===== config.mk =====
export PLATFORM = sky130hd
export DESIGN_NAME = vector_uop_sequencer
export DESIGN_NICKNAME = d
export VERILOG_FILES = /design/src/rtl/vector_uop_sequencer.sv
export SDC_FILE = /design/constraint.sdc
export NUM_CORES = 1
export LEC_CHECK = 0
export CAP_MARGIN = 30
export CORE_ASPECT_RATIO = 0.8
export CORE_MARGIN = 2
export CORE_UTILIZATION = 58
export DETAILED_ROUTE_END_ITERATION = 12
export PLACE_DENSITY = 0.95
export SLEW_MARGIN = 20
export SYNTH_ARGS = -nofsm -noshare
export SYNTH_HDL_FRONTEND = slang
export SYNTH_SLANG_ARGS = --single-unit

===== constraint.sdc =====
create_clock -name CLK -period 8.1 [get_ports CLK]
set_input_delay 1.62 -clock CLK [delete_from_list [all_inputs] [get_ports CLK]]
set_output_delay 1.62 -clock CLK [all_outputs]
set_load 0.05 [all_outputs]

===== src/rtl/vector_uop_sequencer.sv =====
// rtl/vector_uop_sequencer.sv - splits one decoded vector instruction into element-group micro-ops
module vector_uop_sequencer #(
    parameter int VLEN  = 128,
    parameter int LANES = 2
) (
    input  logic             CLK,
    input  logic             RST,
    input  logic             instr_valid,
    output logic             instr_ready,
    input  logic [7:0]       vl,
    input  logic [7:0]       vstart,
    input  logic [1:0]       sew,
    input  logic [4:0]       vs1,
    input  logic [4:0]       vs2,
    input  logic [4:0]       vd,
    input  logic             vd_widen,
    input  logic             vs2_widen,
    input  logic             flush,
    output logic             uop_valid,
    input  logic             uop_ready,
    output logic [4:0]       uop_vs1,
    output logic [4:0]       uop_vs2,
    output logic [4:0]       uop_vd,
    output logic [7:0]       uop_eidx,
    output logic [LANES-1:0] uop_lane_mask,
    output logic             uop_first,
    output logic             uop_last,
    output logic             instr_done,
    output logic             busy
);

    // log2 of elements per register at 8-bit EEW; wider EEWs shift by less
    localparam int         EPR8_SHIFT = $clog2(VLEN / 8);
    localparam logic [7:0] GROUP_MASK = ~8'(LANES - 1);
    localparam logic [8:0] LANES9     = 9'(LANES);

    typedef enum logic {IDLE, ISSUE} state_t;

    state_t     state_q, state_d;
    logic [7:0] vl_q, vstart_q, eidx_q;
    logic [1:0] sew_q;
    logic [4:0] vs1_q, vs2_q, vd_q;
    logic       vd_widen_q, vs2_widen_q;
    logic       first_q;
    logic       done_q, done_d;

    logic       issuing;
    logic       empty;
    logic       last_grp;
    logic       accept;
    logic       advance;
    logic [2:0] eew_vs1, eew_vs2, eew_vd;

    function automatic logic [4:0] phys_reg(input logic [4:0] base,
                                            input logic [7:0] eidx,
                                            input logic [2:0] eew);
        logic [3:0] sh;
        sh = 4'(EPR8_SHIFT) - {1'b0, eew};
        return base + 5'(eidx >> sh);
    endfunction

    assign issuing  = (state_q == ISSUE);
    // vstart >= vl also covers vl == 0
    assign empty    = (vstart >= vl);
    assign last_grp = (({1'b0, eidx_q} + LANES9) >= {1'b0, vl_q});
    assign accept   = (state_q == IDLE) && instr_valid && !RST && !flush;
    assign advance  = issuing && uop_ready && !flush;

    assign eew_vs1 = {1'b0, sew_q};
    assign eew_vs2 = {1'b0, sew_q} + {2'b00, vs2_widen_q};
    assign eew_vd  = {1'b0, sew_q} + {2'b00, vd_widen_q};

    always_comb begin
        state_d     = state_q;
        done_d      = 1'b0;
        instr_ready = (state_q == IDLE) && !RST;
        busy        = (state_q != IDLE);
        case (state_q)
            IDLE: begin
                if (accept) begin
                    if (empty) done_d = 1'b1;
                    else       state_d = ISSUE;
                end
            end
            ISSUE: begin
                if (flush) begin
                    state_d = IDLE;
                end else if (advance && last_grp) begin
                    state_d = IDLE;
                    done_d  = 1'b1;
                end
            end
            default: state_d = IDLE;
        endcase
    end

    always_comb begin
        uop_lane_mask = '0;
        for (int i = 0; i < LANES; i++) begin
            uop_lane_mask[i] = issuing
                && (({1'b0, eidx_q} + 9'(i)) >= {1'b0, vstart_q})
                && (({1'b0, eidx_q} + 9'(i)) <  {1'b0, vl_q});
        end
    end

    // Outputs are gated so they read zero whenever nothing is being issued
    assign uop_valid  = issuing;
    assign uop_eidx   = issuing ? eidx_q : 8'd0;
    assign uop_vs1    = issuing ? phys_reg(vs1_q, eidx_q, eew_vs1) : 5'd0;
    assign uop_vs2    = issuing ? phys_reg(vs2_q, eidx_q, eew_vs2) : 5'd0;
    assign uop_vd     = issuing ? phys_reg(vd_q, eidx_q, eew_vd) : 5'd0;
    assign uop_first  = issuing && first_q;
    assign uop_last   = issuing && last_grp;
    assign instr_done = done_q;

    always_ff @(posedge CLK) begin
        if (RST) begin
            state_q     <= IDLE;
            done_q      <= 1'b0;
            first_q     <= 1'b0;
            eidx_q      <= 8'd0;
            vl_q        <= 8'd0;
            vstart_q    <= 8'd0;
            sew_q       <= 2'd0;
            vs1_q       <= 5'd0;
            vs2_q       <= 5'd0;
            vd_q        <= 5'd0;
            vd_widen_q  <= 1'b0;
            vs2_widen_q <= 1'b0;
        end else begin
            state_q <= state_d;
            done_q  <= done_d;
            if (accept) begin
                vl_q        <= vl;
                vstart_q    <= vstart;
                sew_q       <= sew;
                vs1_q       <= vs1;
                vs2_q       <= vs2;
                vd_q        <= vd;
                vd_widen_q  <= vd_widen;
                vs2_widen_q <= vs2_widen;
                eidx_q      <= vstart & GROUP_MASK;
                first_q     <= 1'b1;
            end else if (advance) begin
                eidx_q  <= eidx_q + 8'(LANES);
                first_q <= 1'b0;
            end
        end
    end

endmodule


# After elaboration in Yosys (flattened, before gate mapping)
# Cells that the tools add are included.
# word_totals
input_bits,40
elab_cells,69
ff_bits,46
# classes
reduce_logical,17
order_cmp,6
n_shift,3
mux,18
add_sub_neg,11
bitwise_logic,1
# op_table
op,count
two-way mux 8 bit,3
>> shifter 8 x 4 -> 5 bit,3
greater-or-equal comparator 9 x 8 -> 1 bit,2
greater-or-equal comparator 8 bit,2
adder 5 bit,3
two-way mux 5 bit,3
logical AND 1 bit,13
two-way mux 1 bit,10
"adder 8 x 1 -> 9 bit, second input constant",1
"adder 8 x 2 -> 9 bit, second input constant",1
< comparator 9 x 8 -> 1 bit,1
"adder 8 x 2 -> 8 bit, second input constant",1
< comparator 8 bit,1
"subtractor 3 x 3 -> 4 bit, first input constant",2
adder 2 x 1 -> 3 bit,2
case mux 1 bit (2 select lines),2
"subtractor 3 x 2 -> 4 bit, first input constant",1
logical NOT 1 bit,2
nonzero test 2 bit,1
OR reduction 2 bit,1
inverter 1 bit,1

# Longest topological paths before layout
# depth
depth_word,6
ltp_mapped,17
ltp_nobuf,15

# Worst setup path after synthesis
# Ideal clock, no wire load.
# synth_timing
kind,reg2out
from,register sew_q[0]
to,output port uop_vd[4]
path_stages_with_launch,17
slack_ns,3.045
required_ns,6.480
n_path_buf,2
t_arrival_ns,3.435
path_cell_list,dfxtp_1 clkbuf_1 inv_1 ha_1 ha_1 buf_2 inv_2 mux2_4 a21oi_1 ha_1 inv_1 fa_1 inv_1 a21o_1 a21oi_1 xnor3_1 and2_1
# synth_via
elab_chain_cells,5
# synth_lines
item,line,rtl
"start, declared",41,logic [1:0] sew_q;
"start signal, assigned",136,sew_q <= sew;
adder 2 x 1 -> 3 bit,71,"assign eew_vd = {1'b0, sew_q} + {2'b00, vd_widen_q};"
subtractor 3 x 3 -> 4 bit,58,"sh = 4'(EPR8_SHIFT) - {1'b0, eew};"
>> shifter 8 x 4 -> 5 bit,59,return base + 5'(eidx >> sh);
adder 5 bit,59,
two-way mux 5 bit,111,"assign uop_vd = issuing ? phys_reg(vd_q, eidx_q, eew_vd) : 5'd0;"
"end, declared",23,"output logic [4:0] uop_vd,"
# No other way between the ends.

# Final worst setup path
# Same ends and word-level chain as after synthesis.

==> impl_metrics.env <==
export IMPL_r2r_end="busy"
export IMPL_drt_pass1_iter_count=5
export IMPL_place_ws_ps=2426
export IMPL_cp_end_kind="primary output"
export IMPL_clock_sinks=45
export IMPL_cts_repair_resized=0
export IMPL_fp_dieW_um=94.84
export IMPL_p_per_area_nw_per_um2=125.4
export IMPL_final_setup_skew_ps=8.418
export IMPL_max_freq_mhz=165.2
export IMPL_drc=0
export IMPL_fin_crit_sh_pct=74.73
export IMPL_synth_area_um2=3829
export IMPL_core_area_um2=6376
export IMPL_reg2reg_depth=9
export IMPL_critical_path_endpoint="uop_vd[4]"
export IMPL_die_y_um=76.67
export IMPL_area_growth_pct=19.64
export IMPL_synth_compound_area_share_pct=17.71
export IMPL_met3_usage_pct=5.501
export IMPL_p_total_w=0.0005744
export IMPL_grt_pass1_vias=3626
export IMPL_crit_path_start="sew_q[0]"
export IMPL_grt_pass1_wl_um=16550
export IMPL_crit_fanout=11
export IMPL_fillers=472
export IMPL_postCtsSetupRepairBufs=0
export IMPL_fin_tns_setup_ps=0
export IMPL_synthAdderAreaFrac_pct=17.58
export IMPL_dp_hpwl_um=7090
export IMPL_ys_ff_latch=45
export IMPL_seq_area_frac_synth_pct=23.53
export IMPL_synth_fp_nets=594
export IMPL_max_stage_delay_ps=790
export IMPL_drtIter0Drc=346
export IMPL_antenna_left=0
export IMPL_cts_buffers=5
export IMPL_slowest_stage="clkdlybuf4s50_1"
export IMPL_clkTransAtPathRegs_ps=90
export IMPL_dp_cells=624
export IMPL_criticalPathCategory="flip-flop to primary output"
export IMPL_yosys_area_top_type="dfxtp_1"
export IMPL_top_usage_layer="met2"
export IMPL_vias_per_cell=5.815
export IMPL_nets=640
export IMPL_setup_ws_ps=2047
export IMPL_io_pins=71
export IMPL_setup_viol=0
export IMPL_drive_gt1_share_pct=5.282
export IMPL_synth_warnings=0
export IMPL_relSlewSlack_pct=57.85
export IMPL_synthMuxAreaShare_pct=6.111
export IMPL_grt_setup_unrepaired="false"
export IMPL_drv_slew=0
export IMPL_async_flop_share_pct=0
export IMPL_setup_worst_path_start_class="flip-flop"
export IMPL_min_period_ps=6053
export IMPL_drt_wirelength_per_cell_um=15.88
export IMPL_worstReg2RegStart="eidx_q[3]"
export IMPL_grt_max_degree=48
export IMPL_synth_top_family_by_area="simple AND/OR/NAND/NOR gates"
export IMPL_fp_row_count=26
export IMPL_critPathArrivalTime_ps=4430
export IMPL_cts_tree="done"
export IMPL_io_buffers=69
export IMPL_instances_no_fill=633
export IMPL_grt_use_met2_pct=47.66
export IMPL_yosysMostFrequentCell="nand2_1"
export IMPL_critPathBufInv=5
export IMPL_path_delay_family="adder cells"
export IMPL_crit_required_ps=6480
export IMPL_run_status="complete, no violations"
export IMPL_crit_cells=15
export IMPL_syn_inst=502
export IMPL_synth_cell_types=53
export IMPL_worst_ir_drop_vdd_v=0.0001017
export IMPL_synth_top_area_share_pct=23.53
export IMPL_syn_area_per_cell_um2=7.627
export IMPL_synth_xor_area_share_pct=5.294
export IMPL_antenna_found_initial=0
export IMPL_cts_buffer_depth=2
export IMPL_clkLatencyLatePin_ps=310
export IMPL_met1_usage_pct=36.80
export IMPL_grt_usage_pct=28.56
export IMPL_cts_max_level=2
export IMPL_place_gp_congestion=0.8179
export IMPL_overflow=0
export IMPL_p_leak_nw=1.910
export IMPL_synth_edf_count=0
export IMPL_hold_viol_final=0
export IMPL_yosys_area_share_simple_pct=20.46
export IMPL_r2r_setup_slack_ps=5410
export IMPL_synthTopCellsByArea="dfxtp_1 (24%), ha_1 (16%), nand2_1 (10%), a21oi_1 (8.1%), inv_1 (3.9%)"
export IMPL_cts_root_buf="clkbuf_8"
export IMPL_path_cells="inv_1 -> ha_1 -> ha_1 -> inv_2 -> mux2_4 -> a21oi_1 -> ha_1 -> inv_1 -> fa_1 -> inv_1 -> a21o_1 -> a21oi_1 -> xnor3_1 -> and2_1 -> clkdlybuf4s50_1"
export IMPL_die_area_um2=7271
export IMPL_antenna_cells=0
export IMPL_worst_pin_slew_ps=631.4
export IMPL_hold_buffers=0
export IMPL_ys_flop_type="dfxtp_1"
export IMPL_yosys_top_cells_count="nand2_1 (107), a21oi_1 (62), ha_1 (49)"
export IMPL_min_path_type="flip-flop to flip-flop"
export IMPL_initial_utilization_pct=60.05
export IMPL_vias=3681
export IMPL_routed_wl_um=10050
export IMPL_maxCapViolations=0
-- cell type report --
| class | instances | area (µm²) | area share [%] |
|---|---|---|---|
| Sequential cell | 45 | 900.9 | 19.67 |
| Multi-Input combinational cell | 382 | 2581 | 56.35 |
| Clock buffer | 5 | 68.82 | 1.502 |
| Clock inverter | 3 | 46.29 | 1.011 |
| Tap cell | 84 | 105.1 | 2.294 |
| Inverter | 41 | 153.9 | 3.360 |
| Timing Repair Buffer | 73 | 724.4 | 15.82 |
-- worst register-to-register path, cell delays in order (launching register included) --
cell,delay [ps]
dfxtp_1,690
and3_4,300
nand3_2,130
xnor2_1,190
ha_1,220
a211o_1,270
a21oi_1,120
o21ai_0,140
a22oi_1,350
a32o_1,210
-- cell families after synthesis --
logic type	after synthesis
buffers and inverters	75
adders and majority gates	52
xor gates and xnor gates	20
DFF	45
muxes	20
AOI/OAI and AO/OA	116
other	1
and+or+nand+nor	173
-- worst min path at each step --
stage	startpoint	endpoint	slack, ps	depth (start not counted)
after global placement	vstart_q[2]	vstart_q[2]	440	2
after CTS	vstart_q[5]	vstart_q[5]	460	2
after global routing	vd_q[0]	vd_q[0]	490	2
after floorplan	sew_q[1]	sew_q[1]	440	2
final	vl_q[3]	vl_q[3]	460	2
after detailed placement	vstart_q[5]	vstart_q[5]	450	2
-- registers in the layout (all words and copies together) (netlist names), 2 cells and up --
register,flops
vd_q,5
vl_q,8
vs1_q,5
vs2_q,5
eidx_q,7
vstart_q,8
sew_q,2
-- report_power, final --
group | internal (W) | switching, W
Combinational | 0.0000700 | 0.0000865
Clock | 0.0000924 | 0.0000845
Sequential | 0.000229 | 0.0000119
Total | 0.000391 | 0.000183
-- per-stage QoR --
| step | area (µm²) | utilization (%) | hold WS [ps] |
|---|---|---|---|
| 2_1_floorplan | 3829 | - | 436.3 |
| 3_3_place_gp | 4454 | 69.86 | 443.1 |
| 3_5_place_dp | 4454 | 69.86 | 446.9 |
| 4_1_cts | 4569 | 71.66 | 459.7 |
| 5_1_grt | 4581 | 71.84 | 486.4 |
| 6_report | 4581 | 71.84 | 462.5 |
-- routing by layer --
layer,share of wire [%],up-vias,routed length [µm]
li1,-,1765,-
met1,42,1717,4245
met2,48,172,4807
met3,7.8,27,781
met4,2.1,0,215
met5,0,-,0
-- cell usage in the layout, fill, tap and decap left out, drive strengths merged, types with 4 or more instances in the layout --
cell and count:
o21ai 19, nor2 21, xor2 6, mux2 4, xnor2 12, a31oi 5, ha 49, inv 41
nand3 4, a21o 9, mux2i 14, clkbuf 5, and2 21, clkdlybuf4s50 69, a21oi 62, nand2 107
nor2b 7, a211oi 6, buf 4, dfxtp 45
(Power assumes the default switching activity.)
